==> config.mk <==
export PLATFORM = sky130hd
export DESIGN_NAME = ascon_perm_seq
export DESIGN_NICKNAME = d
export VERILOG_FILES = /design/src/rtl/ascon_pkg.sv /design/src/rtl/ascon_round.sv /design/src/rtl/ascon_perm_seq.sv
export SDC_FILE = /design/constraint.sdc
export NUM_CORES = 2
export LEC_CHECK = 0
export ABC_AREA = 1
export BUFFER_PORTS_ARGS = -buffer_cell sky130_fd_sc_hd__buf_4
export CAP_MARGIN = 20
export CELL_PAD_IN_SITES_DETAIL_PLACEMENT = 0
export CELL_PAD_IN_SITES_GLOBAL_PLACEMENT = 1
export CORE_MARGIN = 5
export CORE_UTILIZATION = 28
export CTS_CLUSTER_SIZE = 8
export DETAILED_ROUTE_END_ITERATION = 12
export MAX_ROUTING_LAYER = met4
export PLACE_DENSITY = 0.66
export SETUP_SLACK_MARGIN = 0.4
export SYNTH_ARGS = -nofsm -noshare
export SYNTH_HDL_FRONTEND = slang
export SYNTH_SLANG_ARGS = --single-unit
export TNS_END_PERCENT = 10
==> constraint.sdc <==
create_clock -name clk -period 4.9 [get_ports clk]
set_input_delay 0.98 -clock clk [delete_from_list [all_inputs] [get_ports clk]]
set_output_delay 0.98 -clock clk [all_outputs]
set_load 0.005 [all_outputs]
==> src/rtl/ascon_pkg.sv <==
// ascon_pkg: shared definitions for the iterative ASCON permutation engine.
// - Request codes for p6/p8/p12 (plus the illegal code) and their round counts.
// - FSM state encoding used by the sequencer.
// - rc(i, n): round constant for round i of an n-round permutation.
// - ror64: 64-bit rotate right used by the linear layer.
package ascon_pkg;

  localparam int ASCON_W     = 64;
  localparam int ASCON_CNT_W = 4;

  localparam logic [1:0] ROUNDS_P6  = 2'd0;
  localparam logic [1:0] ROUNDS_P8  = 2'd1;
  localparam logic [1:0] ROUNDS_P12 = 2'd2;
  localparam logic [1:0] ROUNDS_ILL = 2'd3;

  localparam logic [ASCON_CNT_W-1:0] N_P6  = 4'd6;
  localparam logic [ASCON_CNT_W-1:0] N_P8  = 4'd8;
  localparam logic [ASCON_CNT_W-1:0] N_P12 = 4'd12;

  typedef enum logic [1:0] {
    ST_IDLE = 2'd0,
    ST_RUN  = 2'd1,
    ST_DONE = 2'd2
  } state_t;

  // Round count for a request code. The illegal code maps to p12 but is
  // never used to run rounds; the sequencer diverts it before RUN.
  function automatic logic [ASCON_CNT_W-1:0] n_of_code(input logic [1:0] code);
    logic [ASCON_CNT_W-1:0] n;
    case (code)
      ROUNDS_P6:  n = N_P6;
      ROUNDS_P8:  n = N_P8;
      ROUNDS_P12: n = N_P12;
      default:    n = N_P12;
    endcase
    return n;
  endfunction

  // An n-round permutation runs rounds (12-n)..11 of p12, so the absolute
  // round number is s+i with s = 12-n. Constant = {0xF-(s+i), s+i}.
  function automatic logic [7:0] rc(input logic [ASCON_CNT_W-1:0] i,
                                    input logic [ASCON_CNT_W-1:0] n);
    logic [3:0] lo;
    logic [3:0] hi;
    lo = (4'd12 - n) + i;
    hi = 4'hF - lo;
    return {hi, lo};
  endfunction

  function automatic logic [ASCON_W-1:0] ror64(input logic [ASCON_W-1:0] x,
                                               input int unsigned k);
    return (x >> k) | (x << (ASCON_W - k));
  endfunction

endpackage

==> src/rtl/ascon_round.sv <==
// ascon_round: one combinational ASCON round on a 5x64 state.
// - add_constants: x2[7:0] ^= rc(round_idx, n_rounds)
// - substitution layer: bitsliced 5-bit S-box across all 64 columns
// - linear diffusion layer: per-lane xor of two rotations
// Ports:
//   x0_i..x4_i  in  64  state lanes before the round
//   round_idx   in   4  round index within the permutation (0..n-1)
//   n_rounds    in   4  permutation length (6, 8 or 12)
//   y0_o..y4_o  out 64  state lanes after the round
module ascon_round
  import ascon_pkg::*;
(
  input  logic [ASCON_W-1:0]     x0_i,
  input  logic [ASCON_W-1:0]     x1_i,
  input  logic [ASCON_W-1:0]     x2_i,
  input  logic [ASCON_W-1:0]     x3_i,
  input  logic [ASCON_W-1:0]     x4_i,
  input  logic [ASCON_CNT_W-1:0] round_idx,
  input  logic [ASCON_CNT_W-1:0] n_rounds,
  output logic [ASCON_W-1:0]     y0_o,
  output logic [ASCON_W-1:0]     y1_o,
  output logic [ASCON_W-1:0]     y2_o,
  output logic [ASCON_W-1:0]     y3_o,
  output logic [ASCON_W-1:0]     y4_o
);

  logic [ASCON_W-1:0] a0, a1, a2, a3, a4;
  logic [ASCON_W-1:0] t0, t1, t2, t3, t4;
  logic [ASCON_W-1:0] b0, b1, b2, b3, b4;

  always_comb begin
    // constant addition
    a0 = x0_i;
    a1 = x1_i;
    a2 = x2_i ^ {{(ASCON_W-8){1'b0}}, rc(round_idx, n_rounds)};
    a3 = x3_i;
    a4 = x4_i;

    // S-box input mixing
    a0 = a0 ^ a4;
    a4 = a4 ^ a3;
    a2 = a2 ^ a1;

    // chi-like nonlinear core
    t0 = ~a0 & a1;
    t1 = ~a1 & a2;
    t2 = ~a2 & a3;
    t3 = ~a3 & a4;
    t4 = ~a4 & a0;
    b0 = a0 ^ t1;
    b1 = a1 ^ t2;
    b2 = a2 ^ t3;
    b3 = a3 ^ t4;
    b4 = a4 ^ t0;

    // S-box output mixing
    b1 = b1 ^ b0;
    b0 = b0 ^ b4;
    b3 = b3 ^ b2;
    b2 = ~b2;

    // linear diffusion
    y0_o = b0 ^ ror64(b0, 19) ^ ror64(b0, 28);
    y1_o = b1 ^ ror64(b1, 61) ^ ror64(b1, 39);
    y2_o = b2 ^ ror64(b2, 1)  ^ ror64(b2, 6);
    y3_o = b3 ^ ror64(b3, 10) ^ ror64(b3, 17);
    y4_o = b4 ^ ror64(b4, 7)  ^ ror64(b4, 41);
  end

endmodule

==> src/rtl/ascon_perm_seq.sv <==
// ascon_perm_seq: iterative ASCON permutation sequencer. One round per clock
// through a single shared ascon_round, looping 6, 8 or 12 times per request.
// Ports:
//   clk, rst              clock, synchronous active-high reset
//   in_valid/in_ready     request handshake; in_rounds selects p6/p8/p12 (3 = illegal)
//   in_x0..in_x4          request state lanes, sampled only on the accept edge
//   out_valid/out_ready   result handshake; out_y0..out_y4 result lanes
//   out_err               qualifies out_valid: the request carried the illegal code
//   busy                  high while rounds are executing
//   round_idx             current round index (debug)
//
// Handshake: a transfer happens on a rising edge where valid && ready are both
// high. in_ready is high only in IDLE; out_valid is high only in DONE, where
// the lanes and out_err stay stable until the consumer takes them. No
// outputs depend combinationally on inputs; all are flops.
module ascon_perm_seq
  import ascon_pkg::*;
#(
  parameter int W     = 64,
  parameter int CNT_W = 4
) (
  input  logic             clk,
  input  logic             rst,
  input  logic             in_valid,
  output logic             in_ready,
  input  logic [1:0]       in_rounds,
  input  logic [W-1:0]     in_x0,
  input  logic [W-1:0]     in_x1,
  input  logic [W-1:0]     in_x2,
  input  logic [W-1:0]     in_x3,
  input  logic [W-1:0]     in_x4,
  output logic             out_valid,
  input  logic             out_ready,
  output logic [W-1:0]     out_y0,
  output logic [W-1:0]     out_y1,
  output logic [W-1:0]     out_y2,
  output logic [W-1:0]     out_y3,
  output logic [W-1:0]     out_y4,
  output logic             out_err,
  output logic             busy,
  output logic [CNT_W-1:0] round_idx
);

  state_t            state_q, state_d;
  logic [W-1:0]      lane_q [5];
  logic [W-1:0]      lane_d [5];
  logic [W-1:0]      rnd_y  [5];
  logic [CNT_W-1:0]  n_q, n_d;
  logic [CNT_W-1:0]  idx_q, idx_d;
  logic              err_q, err_d;
  logic              in_ready_q, in_ready_d;
  logic              out_valid_q, out_valid_d;
  logic              busy_q, busy_d;

  ascon_round u_round (
    .x0_i      (lane_q[0]),
    .x1_i      (lane_q[1]),
    .x2_i      (lane_q[2]),
    .x3_i      (lane_q[3]),
    .x4_i      (lane_q[4]),
    .round_idx (idx_q),
    .n_rounds  (n_q),
    .y0_o      (rnd_y[0]),
    .y1_o      (rnd_y[1]),
    .y2_o      (rnd_y[2]),
    .y3_o      (rnd_y[3]),
    .y4_o      (rnd_y[4])
  );

  always_comb begin
    state_d = state_q;
    for (int l = 0; l < 5; l++) lane_d[l] = lane_q[l];
    n_d   = n_q;
    idx_d = idx_q;
    err_d = err_q;

    case (state_q)
      ST_IDLE: begin
        if (in_valid && in_ready_q) begin
          lane_d[0] = in_x0;
          lane_d[1] = in_x1;
          lane_d[2] = in_x2;
          lane_d[3] = in_x3;
          lane_d[4] = in_x4;
          idx_d     = '0;
          if (in_rounds == ROUNDS_ILL) begin
            // Illegal length: hand the lanes back untouched, flagged.
            err_d   = 1'b1;
            state_d = ST_DONE;
          end else begin
            n_d     = n_of_code(in_rounds);
            state_d = ST_RUN;
          end
        end
      end
      ST_RUN: begin
        for (int l = 0; l < 5; l++) lane_d[l] = rnd_y[l];
        // Stop at N-1 rather than wrapping so round_idx stays in range.
        if (idx_q == n_q - 1'b1) begin
          state_d = ST_DONE;
        end else begin
          idx_d = idx_q + 1'b1;
        end
      end
      ST_DONE: begin
        if (out_ready) begin
          err_d   = 1'b0;
          state_d = ST_IDLE;
        end
      end
      default: state_d = ST_IDLE;
    endcase

    in_ready_d  = (state_d == ST_IDLE);
    out_valid_d = (state_d == ST_DONE);
    busy_d      = (state_d == ST_RUN);
  end

  always_ff @(posedge clk) begin
    if (rst) begin
      state_q     <= ST_IDLE;
      for (int l = 0; l < 5; l++) lane_q[l] <= '0;
      n_q         <= N_P12;
      idx_q       <= '0;
      err_q       <= 1'b0;
      in_ready_q  <= 1'b1;
      out_valid_q <= 1'b0;
      busy_q      <= 1'b0;
    end else begin
      state_q     <= state_d;
      for (int l = 0; l < 5; l++) lane_q[l] <= lane_d[l];
      n_q         <= n_d;
      idx_q       <= idx_d;
      err_q       <= err_d;
      in_ready_q  <= in_ready_d;
      out_valid_q <= out_valid_d;
      busy_q      <= busy_d;
    end
  end

  assign in_ready  = in_ready_q;
  assign out_valid = out_valid_q;
  assign out_err   = err_q;
  assign busy      = busy_q;
  assign round_idx = idx_q;
  assign out_y0    = lane_q[0];
  assign out_y1    = lane_q[1];
  assign out_y2    = lane_q[2];
  assign out_y3    = lane_q[3];
  assign out_y4    = lane_q[4];

endmodule

**Yosys cells after proc, flatten, opt, wreduce, memory -nomap -nowiden**

Memories as Yosys holds them, arrays and structs flattened.
Index checks and enable logic that the tools add are counted.

- Register bits after elaboration: 14
- Bits in writable memories: 320
- Input port bits: 326
- Output and inout bits: 328
- Memories: 1

- Add/sub/neg operators: 5
- Eq/ne operators: 11
- Mux-type cells: 23
- Bitwise operators: 49
- Reductions and logical operators: 9

Memory list:

| memory | depth | width | rd ports | clocked after memory_dff | write ports | line | RTL |
|---|---|---|---|---|---|---|---|
| lane_q | 5 | 64 | 5 | 0 | 5 | ascon_perm_seq.sv:45 | `logic [W-1:0] lane_q [5];` |

Operators with widths:

| cell | number |
|---|---|
| $xor A64 B64 Y64 | 21 |
| $pmux W320 S2 | 1 |
| $not A64 Y64 | 6 |
| $and A64 B64 Y64 | 5 |
| $mux W320 | 1 |
| $mux W64 | 5 |
| $or A23 B64 Y64 | 1 |
| $or A25 B64 Y64 | 1 |
| $or A3 B64 Y64 | 1 |
| $or A36 B64 Y64 | 1 |
| $or A45 B64 Y64 | 1 |
| $or A47 B64 Y64 | 1 |
| $or A54 B64 Y64 | 1 |
| $or A57 B64 Y64 | 1 |
| $or A58 B64 Y64 | 1 |
| $or A63 B64 Y64 | 1 |
| $xor A64 B8 Y64 | 1 |
| $pmux W4 S2 | 2 |
| $mux W2 | 4 |
| $mux W4 | 2 |
| $ne A2 B2 Y1 const B | 4 |
| $sub A4 B4 Y4 const A | 2 |
| $eq A2 B1 Y1 const B | 3 |
| $eq A2 B2 Y1 const B | 3 |
| other kinds (14) | 27 |

**Longest topological paths before layout**

- Depth after elaboration: 14
- Depth in mapped cells: 24
- Mapped depth without buffers: 24

**By module**

From an unflattened synthesis, not the netlist that was laid out.

- Cells, all modules: 5293
- Area total of the unflattened synthesis: 34271.6 um2

By module, submodules not included:

| module | instances | cells each | area each (um2) |
|---|---|---|---|
| ascon_round | 1 | 3422 | 19102.1 |
| ascon_perm_seq | 1 | 1871 | 15169.5 |

**Least setup slack after synthesis**

No wires, ideal clock.

- Kind: reg-to-reg
- Start: register idx_q[2] (netlist: round_idx[2])
- End: memory lane_q[3][57] (netlist: lane_q[0][249])
- Setup time: 0.132 ns
- Data arrival time: 3.013 ns
- Slack: 1.754 ns
- Cell stages (with the launch flop): 23
- Clock period less this slack: 3.146 ns
- Cell sequence: dfxtp_1 > inv_1 > ha_1 > fa_1 > inv_1 > nand2_1 > nand2_1 > nand2_1 > nand2_1 > nand2_1 > nand2_1 > inv_1 > ha_1 > xnor2_1 > inv_1 > nand3_1 > nand2_1 > inv_1 > nand2_1 > nand3_1 > nand2_1 > o21ai_1 > a21oi_1

RTL lines:

| what | line | RTL |
|---|---|---|
| from (decl) | ascon_perm_seq.sv:49 | `logic [CNT_W-1:0] idx_q, idx_d;` |
| from (signal assigned) | ascon_perm_seq.sv:133 | `idx_q <= idx_d;` |
| to (decl) | ascon_perm_seq.sv:45 |  |

==> results.py <==
metrics = {
    "synthesis": {
        "synth_most_common_cell": "nand2_1",
        "async_flop_share_pct": 0,
        "synth_warnings": 0,
        "synth_edf_count": 0,
        "synth_top_area_cell": "nand2_1",
        "syn_nets": 6553,
        "synth_area_leaders": "nand2_1, dfxtp_1, nand3_1",
        "ys_seq_elements": 333,
        "syn-instance-count": 6094,
        "synth.avg_cell_area_um2": 5.73,
        "ys_types": 32,
        "synth.top_cell.area_share_pct": 32.2,
        "syn_area_um2": 34900,
        "ys.flop_type": "dfxtp_1",
        "synth_seq_area_share_pct": 19.1,
        "synth_commonest_cells": "nand2_1, nand3_1, inv_1",
    },
    "global_route": {
        "overflow": 0,
        "antenna_found_initial": 23,
        "grt_start_max_net_pins": 149,
        "grt_pass1_vias": 38900,
        "grt_pass1_wl_mm": 322,
        "track_usage_pct": 36.2,
    },
    "floorplan": {
        "num_rows": 129,
        "dieArea_um2": 132000,
        "core-area_um2": 124000,
        "start_util_pct": 28.2,
        "design.portCount": 654,
        "die_y_um": 363,
        "die_w_um": 363,
    },
    "drt": {
        "ant_nets": 0,
        "drt_iter0_drc": 4809,
        "dr_total_vias": 43400,
        "via_per_inst": 5.19,
        "avgRoutedWirePerCell_um": 29.2,
        "dr.pass1.iters": 9,
        "drc": 0,
        "drt_wl_total_mm": 244,
    },
    "sta": {
        "rsz0062_at_grt": "false",
        "setup_viol": 0,
        "skew_ns": 0.0223,
        "period_share_pct": 74.7,
        "hold_violations": 0,
        "slew_headroom_pct": 12.4,
        "period_minus_slack_ns": 3.66,
        "max_freq_ghz": 0.273,
        "tns_ns": 0,
        "worst_pin_slew_ns": 1.31,
        "slew_violations": 0,
    },
    "cells_and_area": {
        "finish.utilization_pct": 35.1,
        "multi_input_area_um2": 25700,
        "nNetsFinal": 7142,
        "seq_area_um2": 6670,
        "fillCellCount": 14000,
        "syn_to_final_growth_pct": 24.3,
        "final_area_um2": 43400,
        "layout-drive-gt1-share_pct": 14.7,
    },
    "setup_path": {
        "ff2ff_setup_slack_ns": 1.24,
        "crit_type": "flop to flop",
        "r2r_cells": 16,
        "required_ns": 5.47,
        "cp.arrival_ns": 4.23,
        "endpoint_kind": "flop",
        "critPathLaunchType": "flop",
        "reg2reg_from": "round_idx[2]",
        "cp_max_fo": 5,
        "startpoint": "round_idx[2]",
        "rr_endpoint": "lane_q[0][248]",
        "cp-endpoint": "lane_q[0][248]",
    },
    "place": {
        "dp_hpwl_mm": 208,
        "portBuffers": 653,
        "post_dp_cell_area_um2": 41800,
        "gp_congestion": 1.07,
    },
    "power": {
        "worst_ir_drop_vdd_v": 0.000348,
        "leakage_nw": 22.4,
        "p_total_w": 0.0323,
        "p_per_area_nw_per_um2": 745,
    },
    "job": {
        "max_cap_violations": 0,
    },
    "clocking": {
        "clk_pin_slew_ns": 0.05,
        "root_buffer": "clkbuf_16",
        "cts_hold_repair.buffers": 0,
        "post_cts_buffers": 0,
        "h-tree-depth": 2,
        "clockBufferDepth": 3,
        "clock-sinks": 333,
        "cts_tree": "yes",
        "cts_resized": 0,
        "cts_made_buffers": 52,
        "clk_latency_ns": 0.66,
    },
    "outcome": {
        "outcome": "complete, no violations",
    },
    "min_path": {
        "hp-class": "flop to flop",
    },
}
## metrics by stage
stage	cells	worst slack [ns]	hold slack, ns
3_5_place_dp	8266	1.27	0.458
2_1_floorplan	6094	1.75	0.444
3_3_place_gp	8266	1.27	0.458
5_1_grt	8352	1.01	0.487
6_report	8359	1.24	0.465
4_1_cts	8339	1.24	0.465
## how the worst min path moves through the flow
stage | endpoint | cells after the start | startpoint
floorplan | n_q[1] | 2 | n_q[1]
global placement | out_err | 2 | out_err
detailed placement | out_err | 2 | out_err
CTS | out_err | 2 | out_err
global route | n_q[1] | 2 | n_q[1]
finish | out_err | 2 | out_err
## critical path, stage by stage, from the launching register on
cell and delay [ns]:
dfxtp_1 0.39, inv_1 0.10, ha_1 0.32, fa_1 0.57, xnor2_1 0.32, ha_1 0.31
xnor2_1 0.64, inv_1 0.09, nand3_1 0.09, nand2_1 0.13, inv_1 0.13, nand2_1 0.08
nand2_1 0.07, nand2_1 0.05, nand3_1 0.11, nand2_1 0.05, a21oi_1 0.12
## placed cells by master, fill, tap and decap left out, drive strengths merged
cell type,n
clkinv,4
inv,501
buf,712
xnor2,249
o21ai,152
bufinv,3
xor2,331
o211ai,5
a21oi,331
a31oi,23
nor3,3
nand3,609
diode,20
nor2,86
o21a,1
clkbuf,64
ha,132
fa,1
nand3b,7
nand2,3092
nand4,1
or2,62
dfxtp,333
## kinds of logic (layout without fill, tap and decap cells)
logic type / count (synthesis) / in the layout / share of synthesized area [%]
buffers and inverters: 676 / 1284 / 7.37
flip-flops: 333 / 333 / 19.1
AO/OA/AOI/OAI: 512 / 512 / 7.66
XOR/XNOR: 580 / 580 / 16.2
AND/OR/NAND/NOR: 3860 / 3860 / 44.9
other: 0 / 20 / 0
adder cells (fa/ha/maj): 133 / 133 / 4.78
## registers in the layout (all words and copies together) (netlist names)
| signal | count |
|---|---|
| lane_q | 320 |
| n_q | 3 |
| out_valid | 1 |
| round_idx | 4 |
| busy | 1 |
| out_err | 1 |
| state_q | 2 |
| in_ready | 1 |
## layout make-up
cell class / count / share of cell area, %
sequential: 333 / 15.4
tap: 1637 / 4.72
clock inverter: 9 / 0.303
clock buffer: 64 / 3.27
antenna: 20 / 0.115
multi-input combinational: 5085 / 59.2
timing repair buffer: 712 / 12.7
inverter: 499 / 4.33
## where the power goes
part	switching [W]	total, W	internal, W	leakage [nW]
Sequential	0.000937	0.00413	0.00319	2.75
Combinational	0.0180	0.0246	0.00659	18.9
Clock	0.00150	0.00365	0.00216	0.764
Total	0.0204	0.0323	0.0119	22.4
## per-layer routing
metal  GRT usage, %  routed length (µm)  vias to the layer above
met5              -                   0                        -
met4           16.7               13900                        0
met3           6.71               19600                      347
met2           57.2              110000                     1987
met1           44.9              101000                    20800
li1               -                   -                    20200
No activity file was read; power rests on OpenSTA's default activity.
